**config.mk**
```make
export PLATFORM = sky130hd
export DESIGN_NAME = ptx_lane_scheduler_flat
export DESIGN_NICKNAME = d
export VERILOG_FILES = /design/src/rtl/ptx_lane_if.sv /design/src/rtl/ptx_lane_scheduler.sv /design/src/flat_wrapper.sv
export SDC_FILE = /design/constraint.sdc
export NUM_CORES = 1
export LEC_CHECK = 0
export CAP_MARGIN = 20
export CORE_UTILIZATION = 45
export CTS_CLUSTER_DIAMETER = 80
export DETAILED_ROUTE_END_ITERATION = 12
export PLACE_DENSITY = 0.75
export SLEW_MARGIN = 20
export SYNTH_ARGS = -nofsm -noshare
export SYNTH_HDL_FRONTEND = slang
export SYNTH_SLANG_ARGS = --single-unit
```
**constraint.sdc**
```tcl
create_clock -name clk_4f -period 7.25 [get_ports clk_4f]
set_clock_uncertainty 0.1 [all_clocks]
set_input_delay 2.175 -clock clk_4f [delete_from_list [all_inputs] [get_ports clk_4f]]
set_output_delay 2.175 -clock clk_4f [all_outputs]
set_load 0.01 [all_outputs]
```
**src/rtl/ptx_lane_if.sv**
```systemverilog
// ptx_lane_if
//   Bundles the four lane-side valid/ready/data handshakes and the registered
//   byte stream toward the serializer.
//   Lane side     : data_0p..data_3p, valid_0p..valid_3p in; ready_0..ready_3 out.
//   Serializer    : data_out, valid_out, lane_out, idle_out, sync_done out.
//   Modports      : slave  - the scheduler.
//                   master - lane sources and serializer (the environment).
interface ptx_lane_if;
  logic [7:0] data_0p, data_1p, data_2p, data_3p;
  logic       valid_0p, valid_1p, valid_2p, valid_3p;
  logic       ready_0, ready_1, ready_2, ready_3;
  logic [7:0] data_out;
  logic       valid_out;
  logic [1:0] lane_out;
  logic       idle_out;
  logic       sync_done;

  modport slave (
    input  data_0p, data_1p, data_2p, data_3p,
    input  valid_0p, valid_1p, valid_2p, valid_3p,
    output ready_0, ready_1, ready_2, ready_3,
    output data_out, valid_out, lane_out, idle_out, sync_done
  );

  modport master (
    output data_0p, data_1p, data_2p, data_3p,
    output valid_0p, valid_1p, valid_2p, valid_3p,
    input  ready_0, ready_1, ready_2, ready_3,
    input  data_out, valid_out, lane_out, idle_out, sync_done
  );
endinterface

```
**src/rtl/ptx_lane_scheduler.sv**
```systemverilog
// ptx_lane_scheduler
//   Transmit-side controller for the four-lane parallel-to-serial path.
//   After reset it sends SYNC_COUNT comma bytes, then shares the single byte
//   slot feeding the serializer among lanes 0..3 with round-robin arbitration.
//   Comma fill is emitted whenever no lane transfers; idle_out flags a run of
//   IDLE_THRESH or more no-transfer cycles.
//   Ports:
//     clk_4f : byte-rate clock, rising edge
//     reset  : synchronous, active-high
//     bus    : ptx_lane_if.slave (lane handshakes in, serializer byte out)
module ptx_lane_scheduler #(
  parameter int         SYNC_COUNT  = 16,
  parameter int         IDLE_THRESH = 4,
  parameter logic [7:0] COMMA       = 8'hBC
) (
  input logic       clk_4f,
  input logic       reset,
  ptx_lane_if.slave bus
);

  localparam logic [7:0] SYNC_LAST = 8'(SYNC_COUNT - 1);
  localparam logic [7:0] THRESH    = 8'(IDLE_THRESH);

  typedef enum logic {SYNC, ACTIVE} state_t;

  state_t     state;
  logic [7:0] sync_cnt;
  logic [7:0] idle_cnt;
  logic [1:0] rr_ptr;

  logic [7:0] lane_data [4];
  logic [3:0] lane_valid;
  logic [3:0] ready;
  logic [1:0] grant_lane;
  logic       xfer;
  logic [7:0] idle_next;

  assign lane_data[0] = bus.data_0p;
  assign lane_data[1] = bus.data_1p;
  assign lane_data[2] = bus.data_2p;
  assign lane_data[3] = bus.data_3p;
  assign lane_valid   = {bus.valid_3p, bus.valid_2p, bus.valid_1p, bus.valid_0p};

  assign bus.ready_0 = ready[0];
  assign bus.ready_1 = ready[1];
  assign bus.ready_2 = ready[2];
  assign bus.ready_3 = ready[3];

  // Round-robin search starting one past the last granted lane. Since ready
  // is only raised on a valid lane, "a ready is high" already means a transfer.
  always_comb begin
    logic [1:0] idx;
    // NOTE: every always_comb output gets a default first so no path leaves it
    // unassigned; otherwise synthesis infers a latch.
    ready      = '0;
    grant_lane = rr_ptr;
    xfer       = 1'b0;
    idx        = '0;
    if (state == ACTIVE) begin
      for (int i = 1; i <= 4; i++) begin
        idx = rr_ptr + 2'(i);
        if (!xfer && lane_valid[idx]) begin
          xfer       = 1'b1;
          ready[idx] = 1'b1;
          grant_lane = idx;
        end
      end
    end
  end

  assign idle_next = (idle_cnt == 8'hFF) ? idle_cnt : idle_cnt + 8'd1;

  // NOTE: state is updated with non-blocking assignments so every register
  // samples the pre-edge values; blocking here would create ordering races.
  always_ff @(posedge clk_4f) begin
    if (reset) begin
      state         <= SYNC;
      sync_cnt      <= '0;
      rr_ptr        <= 2'd3;
      idle_cnt      <= '0;
      bus.data_out  <= COMMA;
      bus.valid_out <= 1'b0;
      bus.lane_out  <= '0;
      bus.idle_out  <= 1'b1;
      bus.sync_done <= 1'b0;
    end else begin
      case (state)
        SYNC: begin
          bus.data_out  <= COMMA;
          bus.valid_out <= 1'b0;
          bus.lane_out  <= '0;
          bus.idle_out  <= 1'b1;
          sync_cnt      <= sync_cnt + 8'd1;
          if (sync_cnt == SYNC_LAST) begin
            state         <= ACTIVE;
            bus.sync_done <= 1'b1;
          end
        end
        ACTIVE: begin
          bus.sync_done <= 1'b1;
          if (xfer) begin
            bus.data_out  <= lane_data[grant_lane];
            bus.valid_out <= 1'b1;
            bus.lane_out  <= grant_lane;
            rr_ptr        <= grant_lane;
            idle_cnt      <= '0;
            bus.idle_out  <= 1'b0;
          end else begin
            bus.data_out  <= COMMA;
            bus.valid_out <= 1'b0;
            bus.lane_out  <= '0;
            idle_cnt      <= idle_next;
            bus.idle_out  <= (idle_next >= THRESH);
          end
        end
        default: state <= SYNC;
      endcase
    end
  end

endmodule

```
**src/flat_wrapper.sv**
```systemverilog
// flat-port wrapper written by rule: the top's interface ports become plain ports
module ptx_lane_scheduler_flat 
#(
  parameter int         SYNC_COUNT  = 16,
  parameter int         IDLE_THRESH = 4,
  parameter logic [7:0] COMMA       = 8'hBC
)
  (clk_4f, reset, bus_data_0p, bus_data_1p, bus_data_2p, bus_data_3p, bus_valid_0p, bus_valid_1p, bus_valid_2p, bus_valid_3p, bus_ready_0, bus_ready_1, bus_ready_2, bus_ready_3, bus_data_out, bus_valid_out, bus_lane_out, bus_idle_out, bus_sync_done);
  ptx_lane_if bus_i ();
  input logic clk_4f;
  input logic reset;
  input wire logic [$bits(bus_i.data_0p)-1:0] bus_data_0p;
  input wire logic [$bits(bus_i.data_1p)-1:0] bus_data_1p;
  input wire logic [$bits(bus_i.data_2p)-1:0] bus_data_2p;
  input wire logic [$bits(bus_i.data_3p)-1:0] bus_data_3p;
  input wire logic [$bits(bus_i.valid_0p)-1:0] bus_valid_0p;
  input wire logic [$bits(bus_i.valid_1p)-1:0] bus_valid_1p;
  input wire logic [$bits(bus_i.valid_2p)-1:0] bus_valid_2p;
  input wire logic [$bits(bus_i.valid_3p)-1:0] bus_valid_3p;
  output wire logic [$bits(bus_i.ready_0)-1:0] bus_ready_0;
  output wire logic [$bits(bus_i.ready_1)-1:0] bus_ready_1;
  output wire logic [$bits(bus_i.ready_2)-1:0] bus_ready_2;
  output wire logic [$bits(bus_i.ready_3)-1:0] bus_ready_3;
  output wire logic [$bits(bus_i.data_out)-1:0] bus_data_out;
  output wire logic [$bits(bus_i.valid_out)-1:0] bus_valid_out;
  output wire logic [$bits(bus_i.lane_out)-1:0] bus_lane_out;
  output wire logic [$bits(bus_i.idle_out)-1:0] bus_idle_out;
  output wire logic [$bits(bus_i.sync_done)-1:0] bus_sync_done;
  assign bus_i.data_0p = bus_data_0p;
  assign bus_i.data_1p = bus_data_1p;
  assign bus_i.data_2p = bus_data_2p;
  assign bus_i.data_3p = bus_data_3p;
  assign bus_i.valid_0p = bus_valid_0p;
  assign bus_i.valid_1p = bus_valid_1p;
  assign bus_i.valid_2p = bus_valid_2p;
  assign bus_i.valid_3p = bus_valid_3p;
  assign bus_ready_0 = bus_i.ready_0;
  assign bus_ready_1 = bus_i.ready_1;
  assign bus_ready_2 = bus_i.ready_2;
  assign bus_ready_3 = bus_i.ready_3;
  assign bus_data_out = bus_i.data_out;
  assign bus_valid_out = bus_i.valid_out;
  assign bus_lane_out = bus_i.lane_out;
  assign bus_idle_out = bus_i.idle_out;
  assign bus_sync_done = bus_i.sync_done;
  ptx_lane_scheduler #(.SYNC_COUNT(SYNC_COUNT), .IDLE_THRESH(IDLE_THRESH), .COMMA(COMMA)) u_core (.clk_4f(clk_4f), .reset(reset), .bus(bus_i));
endmodule
```
Word-level counts from Yosys, hierarchy flattened
Cells that the tools add are included.

word-level totals
  register bits after elaboration = 32
  input port bits = 38
  output and inout port bits = 17
  word-level logic and storage cells = 97

operators by class
  $add $sub $neg = 5
  order comparisons = 10
  equality and inequality tests = 3
  multiplexer cells = 54
  bitwise logic cells = 5
  reductions and logical operators = 11

operator list
  kind                                                                     count
  8-bit 2-to-1 mux                                                         5
  4-bit 2-to-1 mux                                                         8
  1-bit 2-to-1 mux                                                         21
  8-bit by 1-bit adder with 8-bit output, second input constant            2
  8-bit binary-select mux with 2-bit select                                1
  8-bit case mux with 2 select lines                                       1
  2-bit by 3-bit < comparator with 1-bit output, second input constant     4
  2-bit 2-to-1 mux                                                         6
  4-bit OR                                                                 3
  1-bit binary-select mux with 2-bit select                                4
  1-bit demux with 2-bit select                                            4
  8-bit by 4-bit == test with 1-bit output, second input constant          1
  8-bit == test, second input constant                                     1
  2-bit by 1-bit >= comparator with 1-bit output, second input constant    4
  8-bit by 3-bit >= comparator with 1-bit output, second input constant    1
  1-bit logical AND                                                        7
  1-bit case mux with 2 select lines                                       3
  2-bit adder, second input constant                                       2
  2-bit case mux with 2 select lines                                       1
  3-bit >= comparator, second input constant                               1
  1-bit zero test                                                          3
  2-bit NOT with 3-bit output                                              1
  2-bit by 1-bit adder with 2-bit output, second input constant            1
  2-bit by 1-bit inequality test with 1-bit output, second input constant  1
  2 further kinds                                                          2

Depth between registers and ports, before layout
Gate-level depths: netlist (run 1).

  word-level depth = 23
  gate-level depth with buffers = 10
  gate-level depth less buffers = 8

Worst setup path before layout (run 1)
No wires, ideal clock.

  path kind = input port to output port
  start point = input bus_valid_2p
  end point = output bus_ready_0
  arrival time = 3280 ps
  data required time = 4975 ps
  setup slack = 1695 ps
  stages = 6
  path buffers = 0
  cell sequence = mux4_1 -> nor2b_4 -> a22oi_1 -> nor2_1 -> a221oi_1 -> nor2_1

on the way
  word-level cells in the longest chain between the ends = 16
  elaborated cells on any way between the ends = 31
  classes of those cells = mux: 22; bitwise: 3; reduce/logical: 6

RTL lines
  element                                    line                      source
  start, declared                            flat_wrapper.sv:18        input wire logic [$bits(bus_i.valid_2p)-1:0] bus_valid_2p;
  1-bit binary-select mux with 2-bit select  ptx_lane_scheduler.sv:62  if (!xfer && lane_valid[idx]) begin
  1-bit 2-to-1 mux (implied by the code)     ptx_lane_scheduler.sv:62
  1-bit 2-to-1 mux                           ptx_lane_scheduler.sv:62
  1-bit 2-to-1 mux                           ptx_lane_scheduler.sv:59  if (state == ACTIVE) begin
  1-bit zero test                            ptx_lane_scheduler.sv:62
  1-bit logical AND                          ptx_lane_scheduler.sv:62
  1-bit 2-to-1 mux                           ptx_lane_scheduler.sv:62
  1-bit 2-to-1 mux                           ptx_lane_scheduler.sv:59
  1-bit zero test                            ptx_lane_scheduler.sv:62
  1-bit logical AND                          ptx_lane_scheduler.sv:62
  1-bit 2-to-1 mux                           ptx_lane_scheduler.sv:62
  1-bit 2-to-1 mux                           ptx_lane_scheduler.sv:59
  1-bit zero test                            ptx_lane_scheduler.sv:62
  1-bit logical AND                          ptx_lane_scheduler.sv:62
  4-bit 2-to-1 mux (*)                       ptx_lane_scheduler.sv:62
  4-bit 2-to-1 mux (*)                       ptx_lane_scheduler.sv:59
  end, declared                              flat_wrapper.sv:20        output wire logic [$bits(bus_i.ready_0)-1:0] bus_ready_0;

Every way passes the cells marked *; elsewhere a longest branch is shown, timed or not. The select of a mux whose other input is x is not followed.

Final worst setup path (run 1)
  start point = input bus_valid_1p
  end point = output bus_ready_0

on the way
  word-level cells in the longest chain between the ends = 16
  elaborated cells on any way between the ends = 31
  classes of those cells = mux: 22; bitwise: 3; reduce/logical: 6

RTL lines
  element                                    line                      source
  start, declared                            flat_wrapper.sv:17        input wire logic [$bits(bus_i.valid_1p)-1:0] bus_valid_1p;
  1-bit binary-select mux with 2-bit select  ptx_lane_scheduler.sv:62
  1-bit 2-to-1 mux (implied by the code)     ptx_lane_scheduler.sv:62
  1-bit 2-to-1 mux                           ptx_lane_scheduler.sv:62
  1-bit 2-to-1 mux                           ptx_lane_scheduler.sv:59
  1-bit zero test                            ptx_lane_scheduler.sv:62
  1-bit logical AND                          ptx_lane_scheduler.sv:62
  1-bit 2-to-1 mux                           ptx_lane_scheduler.sv:62
  1-bit 2-to-1 mux                           ptx_lane_scheduler.sv:59
  1-bit zero test                            ptx_lane_scheduler.sv:62
  1-bit logical AND                          ptx_lane_scheduler.sv:62
  1-bit 2-to-1 mux                           ptx_lane_scheduler.sv:62
  1-bit 2-to-1 mux                           ptx_lane_scheduler.sv:59
  1-bit zero test                            ptx_lane_scheduler.sv:62
  1-bit logical AND                          ptx_lane_scheduler.sv:62
  4-bit 2-to-1 mux (*)                       ptx_lane_scheduler.sv:62
  4-bit 2-to-1 mux (*)                       ptx_lane_scheduler.sv:59

Marks and branches as above.

==> results of run 1 <==
-- cells by family after synthesis --
family / synth area share (%)
buf+inv: 5.98
flops: 30.9
mux: 13.5
xor+xnor: 5.13
compound gates: 17.1
fa+ha+maj: 6.04
simple gates: 21.4
-- how the worst max path moves through the flow --
stage,end
6_report,bus_ready_0
5_1_grt,bus_ready_2
4_1_cts,bus_ready_0
3_5_place_dp,bus_ready_0
3_3_place_gp,bus_ready_0
2_1_floorplan,bus_ready_0
-- registers in the layout (all words and copies together) (netlist names) --
name                  flops
u_core.bus.data_out       8
u_core.bus.idle_out       1
u_core.bus.lane_out       2
u_core.bus.sync_done      1
u_core.bus.valid_out      1
u_core.idle_cnt           8
u_core.rr_ptr             2
u_core.state              1
u_core.sync_cnt           8
-- cell type report --
| type | count | area [um2] |
|---|---|---|
| fill | 415 | 1720 |
| multi-input combinational | 172 | 1310 |
| sequential | 32 | 641 |
| timing repair buffer | 54 | 541 |
| clock buffer | 6 | 82.6 |
| tap | 52 | 65.1 |
| inverter | 5 | 18.8 |
| clock inverter | 2 | 10.0 |
-- where the power goes --
group	switching (mW)	internal, mW	total [mW]	leakage, nW
clock	0.0669	0.0757	0.143	0.0510
sequential	0.00113	0.177	0.178	0.259
combinational	0.0147	0.0264	0.0411	0.678
total	0.0827	0.279	0.362	0.987
-- routing by layer --
metal  track usage, %  wire, um  up-vias
li1                 -         -      913
met1             25.5      2140      852
met2             32.4      2260       45
met3             3.46       152        6
met4             6.89        60        0
met5                0         0        -
-- stage by stage --
step	cells	util, %	area (um2)	power, mW
floorplan	225	-	2070	0.202
global placement	315	58.7	2570	0.223
detailed placement	315	58.7	2570	0.224
CTS	323	60.8	2670	0.365
global route	323	60.8	2670	0.375
finish	323	60.8	2670	0.362
-- synth_stat cells, types with 2 or more instances --
| master | count | area [um2] |
|---|---|---|
| nor2_1 | 25 | 93.8 |
| buf_2 | 3 | 15.0 |
| and3b_1 | 2 | 17.5 |
| a22oi_1 | 9 | 67.6 |
| clkbuf_1 | 5 | 18.8 |
| or4_1 | 2 | 15.0 |
| dfxtp_1 | 32 | 641 |
| inv_1 | 4 | 15.0 |
| and3_1 | 4 | 25.0 |
| ha_1 | 10 | 125 |
| buf_4 | 2 | 15.0 |
| a21oi_1 | 13 | 65.1 |
| nor3_1 | 8 | 40.0 |
| o21ai_1 | 4 | 20.0 |
| mux2_2 | 3 | 33.8 |
| nand3_1 | 10 | 50.1 |
| mux2_1 | 3 | 33.8 |
| nand2b_1 | 2 | 12.5 |
| nor3b_1 | 3 | 22.5 |
| xnor2_1 | 6 | 52.6 |
| nor4_1 | 3 | 18.8 |
| a22o_1 | 3 | 26.3 |
| o21ai_0 | 6 | 30.0 |
| nand4_1 | 2 | 12.5 |
| mux4_2 | 2 | 45.0 |
| buf_6 | 3 | 33.8 |
| a221oi_1 | 4 | 35.0 |
| buf_1 | 2 | 7.51 |
| mux2i_1 | 14 | 140 |
| xor2_1 | 3 | 26.3 |
| and4_1 | 2 | 17.5 |
| nand2_1 | 6 | 22.5 |
| and2_1 | 2 | 12.5 |
==> metrics.txt, run 1 <==
status finished, final reports clean; Slowest cell on crit path mux4_2; clock sinks 32; Final Hold Violating Endpoints 0; DP Wirelength roughly 3300 um; Die Y 69.9 um; TritonCTS clock tree built; Crit. Startpoint bus_valid_1p; Net Count, Synth 273; Std-Cell Rows 24; maximum fanout along the worst path 14; commonest non-fill, non-tap cell in the layout clkdlybuf4s50_1; relative slew slack between 40% and 50%; pwr dens 136 nW/um2; DRT Wirelength 4620 um; final setup fails 0; delay-heaviest family, CP buffers and inverters; DRC violations left 0; Worst Hold Launch u_core.bus.sync_done; clk root buf clkbuf_8; Hold Path Stages 1; Post-Synthesis Cells roughly 230; cell chain of the critical path clkdlybuf4s50_1 > mux4_2 > nor2b_4 > a22oi_1 > nor2_1 > a221oi_1 > nor2_1 > clkdlybuf4s50_1; worst r2r src u_core.rr_ptr[0]; CP max stage delay 630 ps; mapped cell area ~2100 um2; initial antenna violation count 0; gpl congestion a little over 0.8; reg2reg end u_core.bus.data_out[1]; I/O pins 55; CP startpoint kind input port; ys flop type dfxtp_1; full die area 4880 um2; worst vdd ir between 0.06 and 0.07 mV; fraction of layout cells with a size suffix above 1 8.12%; Bufs on Longest Clock Path 2; Mapped Avg Cell Area 9.21 um2; largest net degree at the start of global routing 21; HP Class reg2reg; n_diodes 0; post-synthesis sequential area ratio 30.9%; slew at the pin with the worst max-slew slack 889 ps; Placement Setup Slack ~430 ps; buffer count from post-CTS setup fixing 0; Die Wd 69.9 um; Area Growth Syn to Fin 28.6%; synth warn 0; Worst Path Required just under 5000 ps; DRT iter0 DRCs 114; Worst Hold Slack 372 ps; CP Buf/Inv Count 2; synthesis-stage register bit count 32; total of max-cap violations 0; core box area ~4400 um2; CTS Buf Count 5; Vias approximately 1800; reg2reg setup slack 3900 ps; Worst Path Arrival approximately 4600 ps; RSZ-0062 raised after global routing no; asr flop ratio synth 0%; CTS HTree Levels 2; Initial Utilization ~47%; Final min period 6820 ps; final net count 318; Final TNS setup 0 ps; Clock transition at path regs 60 ps; crit end category output port; vias in the first global route 1665; Worst R2R Path Depth 8; most frequent cells in the layout clkdlybuf4s50_1 (54), dfxtp_1 (32), nor2_1 (25); hold endpoint u_core.bus.sync_done; GRT Total Usage a little under 20%; post_cts resized 0; pins over their slew limit 0; EDFF count, synth 0; DRT Pass-1 Iters 4; drt wl/cell 14.3 um; Stages on worst setup path 8; vias per inst 5.62; period utilisation layout 94.1%; worst setup slack after layout 427 ps; GR Overflow Total 0; Crit Path Category in2out; first-pass GRT wire length around 7800 um; post-synthesis cell type count 56; Leak just under 1 nW; PortBufs 54; worst skew pair latency 290 ps; fmax ~0.15 GHz; Post-CTS Hold Fix Bufs 0; post-detailed-route count of antenna-violating nets 0
(Power assumes the default switching activity.)
==> run 2: changes to the inputs <==
--- a/config.mk
+++ b/config.mk
@@ -8,6 +8,7 @@
 export CAP_MARGIN = 20
 export CORE_UTILIZATION = 45
 export CTS_CLUSTER_DIAMETER = 80
+export CTS_CLUSTER_SIZE = 12
 export DETAILED_ROUTE_END_ITERATION = 12
 export PLACE_DENSITY = 0.75
 export SLEW_MARGIN = 20
==> results of run 2 <==
Final layout, timing and power as in run 1 (identical DEF).
